[src/rtl/irs_wilkinson_monitor_multi.sv]
// Multi-channel Wilkinson TSTOUT period monitor: per-channel 2^L-edge windows timed in clk_i cycles.
// Optional stuck-channel timeout is compiled in with `define WILKINSON_MON_TIMEOUT_EN.
module irs_wilkinson_monitor_multi #(
  parameter int NCH      = 4,
  parameter int CNT_W    = 16,
  parameter int MAX_LOG2 = 10
) (
  input  logic             clk_i,
  input  logic             rst_n_i,
  input  logic [NCH-1:0]   tstout_i,
  input  logic [3:0]       log2_edges_i,
  input  logic [3:0]       sel_i,
  input  logic             rd_i,
  output logic [CNT_W-1:0] count_o,
  output logic             sat_o,
  output logic [NCH-1:0]   new_o,
  output logic [NCH-1:0]   stuck_o
);

  localparam logic [CNT_W-1:0]    CNT_ONES = {CNT_W{1'b1}};
  localparam logic [CNT_W-1:0]    CNT_ONE  = {{(CNT_W-1){1'b0}}, 1'b1};
  localparam logic [MAX_LOG2-1:0] ECNT_ONE = {{(MAX_LOG2-1){1'b0}}, 1'b1};

  logic [NCH-1:0]      sync1_q, sync2_q, sync3_q, pulse_q;
  logic [3:0]          log2_q;
  logic [MAX_LOG2-1:0] ecnt_q [NCH];
  logic [MAX_LOG2-1:0] ecnt_d [NCH];
  logic [CNT_W-1:0]    ccnt_q [NCH];
  logic [CNT_W-1:0]    ccnt_d [NCH];
  logic [CNT_W-1:0]    lat_q  [NCH];
  logic [CNT_W-1:0]    lat_d  [NCH];
  logic [NCH-1:0]      lsat_q, lsat_d, armed_q, armed_d, new_q, new_d;
  logic [CNT_W-1:0]    count_q, count_d;
  logic                sat_q, sat_d;
  logic                restart_s;
  logic [MAX_LOG2-1:0] last_s;

  assign restart_s = (log2_edges_i != log2_q);

  // Edge-counter terminal value 2^L-1; bits above MAX_LOG2 do not exist, which clamps L.
  always_comb begin
    last_s = {MAX_LOG2{1'b0}};
    for (int b = 0; b < MAX_LOG2; b++) begin
      last_s[b] = (int'(log2_q) > b) ? 1'b1 : 1'b0;
    end
  end

  // Per-channel window, cycle-count and latch next state; a latch set beats a read clear.
  always_comb begin
    for (int c = 0; c < NCH; c++) begin
      new_d[c]   = (rd_i && (sel_i == 4'(c))) ? 1'b0 : new_q[c];
      ecnt_d[c]  = ecnt_q[c];
      ccnt_d[c]  = ccnt_q[c];
      lat_d[c]   = lat_q[c];
      lsat_d[c]  = lsat_q[c];
      armed_d[c] = armed_q[c];
      if (restart_s) begin
        ecnt_d[c]  = {MAX_LOG2{1'b0}};
        ccnt_d[c]  = {CNT_W{1'b0}};
        armed_d[c] = 1'b0;
      end else if (pulse_q[c] && (ecnt_q[c] == last_s)) begin
        ecnt_d[c]  = {MAX_LOG2{1'b0}};
        ccnt_d[c]  = CNT_ONE;
        armed_d[c] = 1'b1;
        if (armed_q[c]) begin
          lat_d[c]  = ccnt_q[c];
          lsat_d[c] = (ccnt_q[c] == CNT_ONES);
          new_d[c]  = 1'b1;
        end else begin
          lat_d[c]  = lat_q[c];
          lsat_d[c] = lsat_q[c];
        end
      end else begin
        ecnt_d[c] = pulse_q[c] ? (ecnt_q[c] + ECNT_ONE) : ecnt_q[c];
        ccnt_d[c] = (ccnt_q[c] == CNT_ONES) ? ccnt_q[c] : (ccnt_q[c] + CNT_ONE);
      end
    end
  end

  // Readout mux; out-of-range selects fall through to zero.
  always_comb begin
    count_d = {CNT_W{1'b0}};
    sat_d   = 1'b0;
    for (int c = 0; c < NCH; c++) begin
      count_d = (sel_i == 4'(c)) ? lat_q[c]  : count_d;
      sat_d   = (sel_i == 4'(c)) ? lsat_q[c] : sat_d;
    end
  end

  // State registers, including synchronizer chain and registered edge pulse.
  always_ff @(posedge clk_i or negedge rst_n_i) begin
    if (!rst_n_i) begin
      sync1_q <= {NCH{1'b0}};
      sync2_q <= {NCH{1'b0}};
      sync3_q <= {NCH{1'b0}};
      pulse_q <= {NCH{1'b0}};
      log2_q  <= 4'd0;
      lsat_q  <= {NCH{1'b0}};
      armed_q <= {NCH{1'b0}};
      new_q   <= {NCH{1'b0}};
      count_q <= {CNT_W{1'b0}};
      sat_q   <= 1'b0;
      for (int c = 0; c < NCH; c++) begin
        ecnt_q[c] <= {MAX_LOG2{1'b0}};
        ccnt_q[c] <= {CNT_W{1'b0}};
        lat_q[c]  <= {CNT_W{1'b0}};
      end
    end else begin
      sync1_q <= tstout_i;
      sync2_q <= sync1_q;
      sync3_q <= sync2_q;
      pulse_q <= sync2_q & ~sync3_q;
      log2_q  <= log2_edges_i;
      lsat_q  <= lsat_d;
      armed_q <= armed_d;
      new_q   <= new_d;
      count_q <= count_d;
      sat_q   <= sat_d;
      for (int c = 0; c < NCH; c++) begin
        ecnt_q[c] <= ecnt_d[c];
        ccnt_q[c] <= ccnt_d[c];
        lat_q[c]  <= lat_d[c];
      end
    end
  end

`ifdef WILKINSON_MON_TIMEOUT_EN
  logic [NCH-1:0] stuck_q, stuck_d;

  // Flag a channel whose cycle counter just hit all-ones; its next edge clears it.
  always_comb begin
    for (int c = 0; c < NCH; c++) begin
      if (pulse_q[c]) begin
        stuck_d[c] = 1'b0;
      end else if ((ccnt_d[c] == CNT_ONES) && (ccnt_q[c] != CNT_ONES)) begin
        stuck_d[c] = 1'b1;
      end else begin
        stuck_d[c] = stuck_q[c];
      end
    end
  end

  // Timeout flag register.
  always_ff @(posedge clk_i or negedge rst_n_i) begin
    if (!rst_n_i) begin
      stuck_q <= {NCH{1'b0}};
    end else begin
      stuck_q <= stuck_d;
    end
  end

  assign stuck_o = stuck_q;
`else
  assign stuck_o = {NCH{1'b0}};
`endif

  assign count_o = count_q;
  assign sat_o   = sat_q;
  assign new_o   = new_q;

endmodule

[config.mk]
export PLATFORM = sky130hd
export DESIGN_NAME = irs_wilkinson_monitor_multi
export DESIGN_NICKNAME = d
export VERILOG_FILES = /design/src/rtl/irs_wilkinson_monitor_multi.sv
export SDC_FILE = /design/constraint.sdc
export NUM_CORES = 1
export LEC_CHECK = 0
export CORE_MARGIN = 2
export CORE_UTILIZATION = 39
export DETAILED_ROUTE_END_ITERATION = 10
export MAX_ROUTING_LAYER = met4
export PLACE_DENSITY = 0.63
export SLEW_MARGIN = 10
export SYNTH_ARGS = -nofsm -noshare
export SYNTH_HDL_FRONTEND = slang
export SYNTH_SLANG_ARGS = --single-unit
[constraint.sdc]
create_clock -name clk_i -period 3.88 [get_ports clk_i]
set_input_delay 1.164 -clock clk_i [delete_from_list [all_inputs] [get_ports clk_i]]
set_output_delay 1.164 -clock clk_i [all_outputs]
set_load 0.05 [all_outputs]
# Word-level counts from Yosys, hierarchy flattened
# Cells that the tools add are included.
word_totals:
  ff_bits: 217
  input_bits: 15
  out_inout_bits: 25
  wordCells: 152
classes:
  n_addsub: 8
  magnitude_cmp: 10
  eq_ne: 16
  n_mux: 66
  bitwise_logic: 3
  n_reduce_logical: 21
op_table:
  columns: ["op", "count"]
  rows:
  - ["2-to-1 mux 16 bit", 16]
  - ["2-to-1 mux 10 bit", 12]
  - ["adder 16 x 1 -> 16 bit, second input constant", 4]
  - ["== test 16 bit, second input constant", 4]
  - ["adder 10 x 1 -> 10 bit, second input constant", 4]
  - ["== test 10 bit", 4]
  - ["2-to-1 mux 1 bit", 38]
  - ["greater-than comparator 4 x 3 -> 1 bit, second input constant", 4]
  - ["!= test 3 bit, second input constant", 4]
  - ["AND reduction 3 bit", 4]
  - ["nonzero test 3 bit", 4]
  - ["== test 4 x 2 -> 1 bit, second input constant", 2]
  - ["greater-than comparator 4 x 1 -> 1 bit, second input constant", 2]
  - ["greater-than comparator 4 x 2 -> 1 bit, second input constant", 2]
  - ["greater-than comparator 4 bit, second input constant", 2]
  - ["logical AND 1 bit", 8]
  - ["nonzero test 2 bit", 4]
  - ["AND 4 bit", 1]
  - ["== test 4 x 1 -> 1 bit, second input constant", 1]
  - ["zero test 4 bit", 1]
  - ["!= test 4 bit", 1]
  - ["NOT 4 bit", 1]
  - ["NOT 1 bit", 1]

# Depth between registers and ports, before layout
# Gate-level depths: netlist of the first run.
logic_depth:
  depth_word: 6
  mapped_depth: 12
  mapped_depth_nobuf: 8

# Worst setup path after synthesis of the first run
# No wires, ideal clock.
synth_timing:
  path_type: "input-to-reg"
  from: "input log2_edges_i[0]"
  to: "register lat_q[39] (netlist name)"
  setup_time_ns: 0.125
  t_arrival_ns: 2.711
  required_ns: 3.755
  slack_ns: 1.045
  path_stages: 6
  n_path_buf: 1
  cell_sequence: "xnor2_1 and4_1 nand2_1 nor4_4 buf_4 mux2_2"
synth_via:
  elab_chain_cells: 3
synth_rtl:
  columns: ["element", "line", "text"]
  rows:
  - ["start: declaration", "11", "input logic [3:0] log2_edges_i,"]
  - ["!= test 4 bit", "38", "assign restart_s = (log2_edges_i != log2_q);"]
  - ["NOT 1 bit (no line)", null, null]
  - ["AND reduction 3 bit (no line)", null, null]
  - ["end signal: indexed assignment", "106", "lat_q[c] <= {CNT_W{1'b0}};"]
  - ["end signal: indexed assignment", "122", "lat_q[c] <= lat_d[c];"]
  - ["end: declaration", "30", "logic [CNT_W-1:0] lat_q [NCH];"]
# Every way passes these cells.
# A chain may end at the register's enable or synchronous reset.

# Final worst setup path of the first run
layout_timing:
  from: "register log2_q[1]"
  to: "register lat_q[26] (netlist name)"
layout_via:
  elab_chain_cells: 5
  word_cells_on_any_way: 25
  classes_between: "order compare (10); eq/ne (2); mux (10); bitwise (1); reduce/logical (2)"
layout_rtl:
  columns: ["element", "line", "text"]
  rows:
  - ["start: declaration", "25", "logic [3:0] log2_q;"]
  - ["start signal: assignment", "113", "log2_q <= log2_edges_i;"]
  - ["greater-than comparator 4 x 1 -> 1 bit (tied with other cells)", "44", "last_s[b] = (int'(log2_q) > b) ? 1'b1 : 1'b0;"]
  - ["2-to-1 mux 1 bit", "44", null]
  - ["== test 10 bit", "61", "end else if (pulse_q[c] && (ecnt_q[c] == last_s)) begin"]
  - ["logical AND 1 bit", "61", null]
  - ["AND reduction 3 bit (no line) (*)", null, null]
# Mark *: on every way between the ends. The rest lies on a longest branch, timed or not.

==> results of run 1 <==
## state kept, by name (all words and copies together), names as in the netlist
signal	count
armed_q	4
ccnt_q	64
count_o	16
ecnt_q	40
lat_q	64
log2_q	4
lsat_q	4
new_o	4
pulse_q	4
sat_o	1
sync1_q	4
sync2_q	4
sync3_q	4
## path summary, 6_finish.rpt
kind / from / endpoint / slack [ns] / cells past startpoint
worst max register to register: log2_q[1] / lat_q[26] / 0.60 / 7
max in group asynchronous: rst_n_i / ccnt_q[58] / 2.43 / 2
min in group asynchronous: rst_n_i / ecnt_q[12] / 0.60 / 1
worst min-delay path: sync1_q[2] / sync2_q[2] / 0.34 / 0
worst min register to register: sync1_q[2] / sync2_q[2] / 0.34 / 0
worst max-delay path: log2_q[1] / lat_q[26] / 0.60 / 7
## kinds of logic after synthesis
family	count (synthesis)	share of synthesized area [%]
and+or+nand+nor	370	18.3
DFF	217	52.0
AOI/OAI and AO/OA	103	6.48
muxes	90	11.7
xor gates and xnor gates	86	7.21
buffers and inverters	68	3.24
adders and majority gates	9	1.05
other	1	0.0359
## metrics by stage
stage	worst slack (ns)	hold slack (ns)
global route	0.272	0.354
finish	0.598	0.344
detailed placement	0.440	0.336
global placement	0.485	0.331
floorplan	1.04	0.331
CTS	0.586	0.346
## power groups by stage
stage / logic [uW] / clock network [uW] / registers, uW
after global routing: 230 / 2490 / 2300
final: 205 / 2320 / 2300
after global placement: 207 / 0 / 2340
after detailed placement: 209 / 0 / 2340
after floorplan: 118 / 0 / 2330
after CTS: 209 / 2390 / 2300
## synth_stat cells, types with 8 or more instances
library cell    n
a21oi_1        21
buf_2          12
nor2b_1        10
inv_1          17
and4_1          8
nor4_1          9
ha_1            8
mux4_2         17
mux2_2         53
nor2_1        104
nand3_1        50
nand4_1        28
xor2_1         58
o21ai_0        25
mux2i_1         9
xnor2_1        28
and2_1         20
nor3_1         22
and3_1         11
or3_1           9
nand2b_1       10
dfrtp_1       217
a31oi_1        10
clkbuf_1       25
nand2_1        58
## per-layer routing
| layer | GRT usage, % | share of wire [%] | wire (um) |
|---|---|---|---|
| met5 | - | 0 | 0 |
| met4 | 4.16 | 1.9 | 426 |
| met3 | 2.22 | 3.3 | 746 |
| met2 | 26.1 | 46 | 10300 |
| met1 | 23.7 | 48 | 10800 |
## area by class of cell
type                    count  area, sq um
multi-input cells         662         4690
flip-flops and latches    217         5430
clock buffers              34          699
repair buffers             54          510
fillers                  2343        14300
inverters                  17         63.8
well taps                 335          419
clock inverters            10          120
## layout by cell type (no fill, tap or decap), drive strengths merged, types with 10 or more instances in the layout
| master | netlist | routed |
|---|---|---|
| a21oi | 21 | 21 |
| a31oi | 10 | 10 |
| and2 | 20 | 20 |
| and3 | 11 | 11 |
| buf | 26 | 20 |
| clkbuf | 25 | 34 |
| clkdlybuf4s50 | 0 | 34 |
| dfrtp | 217 | 217 |
| inv | 17 | 19 |
| mux2 | 64 | 64 |
| mux4 | 17 | 17 |
| nand2 | 58 | 58 |
| nand2b | 10 | 10 |
| nand3 | 50 | 50 |
| nand4 | 28 | 28 |
| nor2 | 104 | 104 |
| nor2b | 10 | 10 |
| nor3 | 24 | 24 |
| nor4 | 11 | 11 |
| o21ai | 26 | 26 |
| xnor2 | 28 | 28 |
| xor2 | 58 | 58 |
==> impl_metrics.yaml, run 1 <==
status:
  status: "finished clean"
pwr:
  p_int_uw: 3740
  power_frac_seq_pct: 47.6
  power.total_uw: 4830
  pwr-share-clk_pct: 48.1
  p_sw_uw: 1090
  powerDensity_nw_per_um2: 405
  netSwitchingFraction_pct: 22.5
  comb_power_share_pct: 4.2
  vdd_drop_max_mv: 0.275
  p_leak_uw: 0.00511
finish:
  drive_above_1_share_pct: 15.3
  layout.nets: 1000
  antenna_cells: 0
  fin_area_sq_um: 11900
  area_delta_synth_final_pct: 14.2
  fin_cells: 1329
  fin_util_pct: 45.5
drt:
  viasPerCell: 5.37
  drc: 0
  drtIter0Drc: 524
  totalWireLength_um: 22300
  wl_per_cell_um: 16.8
  vias: 7137
  antenna_left: 0
  first_pass_iters: 5
cts:
  cts_root_buf: "clkbuf_16"
  hold_buffers: 0
  cts_buffers: 25
  clk_pin_slew_ns: 0.06
  clk_latency_ns: 0.52
  cts_buffer_depth: 3
  cts_sinks: 217
  cts_resized: 0
  cts_setup_buffers: 0
  cts_tree: "done"
  htree_num_levels: 1
setup_path:
  end_kind: "flip-flop"
  crit_buf_inv: 0
  criticalPathCategory: "flip-flop to flip-flop"
  cp_data_arrival_time_ns: 3.69
  cp_top_family: "simple AND/OR/NAND/NOR gates"
  critPathMaxStageDelay_ns: 0.70
  path_max_fanout: 18
  cpMaxStageDelayCell: "or3_1"
  path_cells: "or2_2 -> a21oi_1 -> xnor2_1 -> nor4_1 -> nand3_1 -> or3_1 -> mux2_1"
  cp.required_ns: 4.28
  setup.worst_path.start_class: "flip-flop"
grt:
  grt_pass1_vias: 6911
  grt_pass1_wl_um: 37300
  grt_max_degree: 81
  grtUsageTotal_pct: 16.9
  antenna_found_initial: 0
  grt_overflow: 0
sta:
  min_period_over_period_pct: 84.6
  maxSlewViolCount: 0
  slew_headroom_pct: 37.9
  rsz0062_at_grt: "false"
  hold_viol: 0
  tightest_slew_ns: 0.929
  min_period_ns: 3.28
  setup_viol_count_final: 0
  fin_skew_ns: 0.0126
  clock.fmax_mhz: 305
  setup-tns-final_ns: 0
placement:
  dpl_cell_area_sq_um: 11100
  dp_hpwl_um: 15600
  gp_congestion: 0.830
  dpl.cell_count: 1285
  io_buffers: 35
die:
  io_pins: 40
  die_height_um: 168
  core-area_sq_um: 26200
  start_util_pct: 39.8
  dieWidth_um: 168
  floorplan.rows: 59
  die-area_sq_um: 28100
yosys:
  async_flop_share_pct: 100
  synth_top_area_share_pct: 52.0
  synth-seq-cells: 217
  ys_types: 66
  synth.avg_cell_area_sq_um: 11.1
  yosys_warnings: 0
  netlist_instances: 944
  yosys.area.top_type: "dfrtp_1"
  ys.flop_type: "dfrtp_1"
  syn_area_sq_um: 10400
  synth_edf_count: 0
  ys_seq_area_share_pct: 52.0
  synth.area.top_cells: "dfrtp_1, mux2_2, xor2_1"
worst_hold_path:
  hp-class: "flip-flop to flip-flop"
job:
  max_cap_viol_count: 0
Note: power is estimated with default switching activity, not from simulation.
==> run 2, diff against run 1 <==
PLACE_DENSITY = 0.65   (was 0.63)
clock period = 2.6 ns   (was 3.88 ns; I/O delays follow)
==> run 2 against run 1 <==
Against the previous run: the flow now finishes with violations (negative setup slack); worst setup slack worse by 0.70 ns; fmax up 21%; final cell count up 6.5%; sequential share of layout area down 4.3 points; highest routed layer unchanged.
==> impl_metrics.yaml, run 2 (synthesis gave the netlist of run 1 again) <==
cts:
  clk_pin_slew_ns: 0.06
  cts_sinks: 217
  cts_buffer_depth: 3
  cts_root_buf: "clkbuf_16"
  htree_num_levels: 1
  cts_tree: "done"
  clk_latency_ns: 0.52
  cts_buffers: 24
drt:
  viasPerCell: 5.31
  wl_per_cell_um: 17.0
  first_pass_iters: 5
  antenna_left: 0
  vias: 7519
  totalWireLength_um: 24100
  drtIter0Drc: 348
  drc: 0
die:
  io_pins: 40
  floorplan.rows: 59
  core-area_sq_um: 26200
  start_util_pct: 39.8
  dieWidth_um: 168
  die_height_um: 168
  die-area_sq_um: 28100
sta:
  slew_headroom_pct: 63.7
  min_period_ns: 2.70
  rsz0062_at_grt: "true"
  min_period_over_period_pct: 104
  hold_viol: 0
  setup_viol_count_final: 32
  finalWorstSetupSlack_ns: -0.101
  holdWs_ns: 0.193
  maxSlewViolCount: 0
  fin_skew_ns: 0.00703
  clock.fmax_mhz: 370
  tightest_slew_ns: 0.539
grt:
  antenna_found_initial: 0
  grt_pass1_vias: 7182
  grt_overflow: 0
  grt_pass1_wl_um: 39000
  grt_max_degree: 69
  grtUsageTotal_pct: 17.6
pwr:
  p_leak_uw: 0.00575
  powerDensity_nw_per_um2: 560
  vdd_drop_max_mv: 0.344
worst_hold_path:
  hp-class: "input port to asynchronous set/reset pin"
finish:
  largestRegisters: "ccnt_q: 64 flops, lat_q: 64 flops, ecnt_q: 40 flops"
  most-common-layout-cells: "dfrtp_1, nor2_1, buf_4"
  drive_above_1_share_pct: 25.3
  multiInputGateArea_sq_um: 4950
  layout.nets: 1086
  area_delta_synth_final_pct: 26.2
  fillers: 2225
  seq_area_sq_um: 5430
  layout_commonest_cell: "dfrtp_1"
  antenna_cells: 0
  fin_util_pct: 50.3
setup_path:
  setup.worst_path.start_class: "flip-flop"
  cp.required_ns: 3.00
  criticalPathCategory: "flip-flop to flip-flop"
  end_kind: "flip-flop"
  cp_data_arrival_time_ns: 3.10
  path_max_fanout: 18
status:
  violations: "negative setup slack"
  status: "finished, violations left"
placement:
  io_buffers: 35
  dp_hpwl_um: 16700
  gp_congestion: 0.894
job:
  max_cap_viol_count: 0
[run 2: changes by cell type in the layout (fill, tap and decap cells not counted), sizes merged]
cell and change:
buf +82, clkinv +4, clkbuf +2, inv -1
[run 2: metal layers]
| layer | part of all wire [%] | wire length, um | vias up | track usage [%] |
|---|---|---|---|---|
| met5 | 0 | 0 | - | - |
| met4 | 2.3 | 560 | 0 | 4.27 |
| met3 | 3.7 | 899 | 43 | 2.22 |
| met2 | 46 | 11100 | 138 | 27.4 |
| met1 | 48 | 11600 | 3770 | 24.7 |
| li1 | - | - | 3568 | - |
[run 2: timing repair]
| item | 4_1_cts | 5_1_grt |
|---|---|---|
| setup buffers | 5 | 20 |
| hold buffers | 0 | 0 |
| pin swaps | 5 | 12 |
| setup endpoints to repair | 83 | 126 |
| gates cloned | 1 | 6 |
| resized for setup | 15 | 51 |
[run 2: final cells by class]
cell class,instances,share of cell area [%]
inverter,17,0.484
clock inverter,13,0.997
tap,335,3.18
sequential,217,41.2
multi-input combinational,662,37.5
clock buffer,31,5.30
timing repair buffer,141,11.3
[run 2: final timing paths]
path,start,to,slack [ns],cells past startpoint
worst max register to register,log2_q[0],lat_q[9],-0.10,8
max in group asynchronous,rst_n_i,ccnt_q[13],1.72,2
worst min register to register,sync1_q[1],sync2_q[1],0.35,0
worst min-delay path,rst_n_i,ecnt_q[17],0.19,1
min in group clk_i,sync1_q[1],sync2_q[1],0.35,0
worst max-delay path,log2_q[0],lat_q[9],-0.10,8
[run 2: per-stage QoR]
stage | power [uW] | cells | setup TNS (ns) | cell area (sq um) | setup WS, ns
2_1_floorplan | 3670 | 947 | -2.71 | 10500 | -0.176
3_3_place_gp | 3870 | 1340 | -9.72 | 11700 | -0.178
3_5_place_dp | 3870 | 1340 | -11.65 | 11700 | -0.218
4_1_cts | 7410 | 1390 | -1.71 | 12700 | -0.132
5_1_grt | 7650 | 1416 | -6.79 | 13200 | -0.192
6_report | 7380 | 1416 | -2.34 | 13200 | -0.101
[run 2: critical path, stage by stage (launching register included)]
cell      delay, ns
dfrtp_1        0.39
buf_12         0.14
a211o_1        0.32
or3_1          0.31
o211ai_1       0.11
or4b_4         0.49
or3_4          0.35
buf_12         0.17
mux2_4         0.30
[run 2: power by group]
| part | internal, uW | total [uW] | switching [uW] |
|---|---|---|---|
| clock | 2100 | 3520 | 1420 |
| sequential | 3400 | 3420 | 21.4 |
| combinational | 186 | 434 | 248 |
| total | 5690 | 7380 | 1690 |
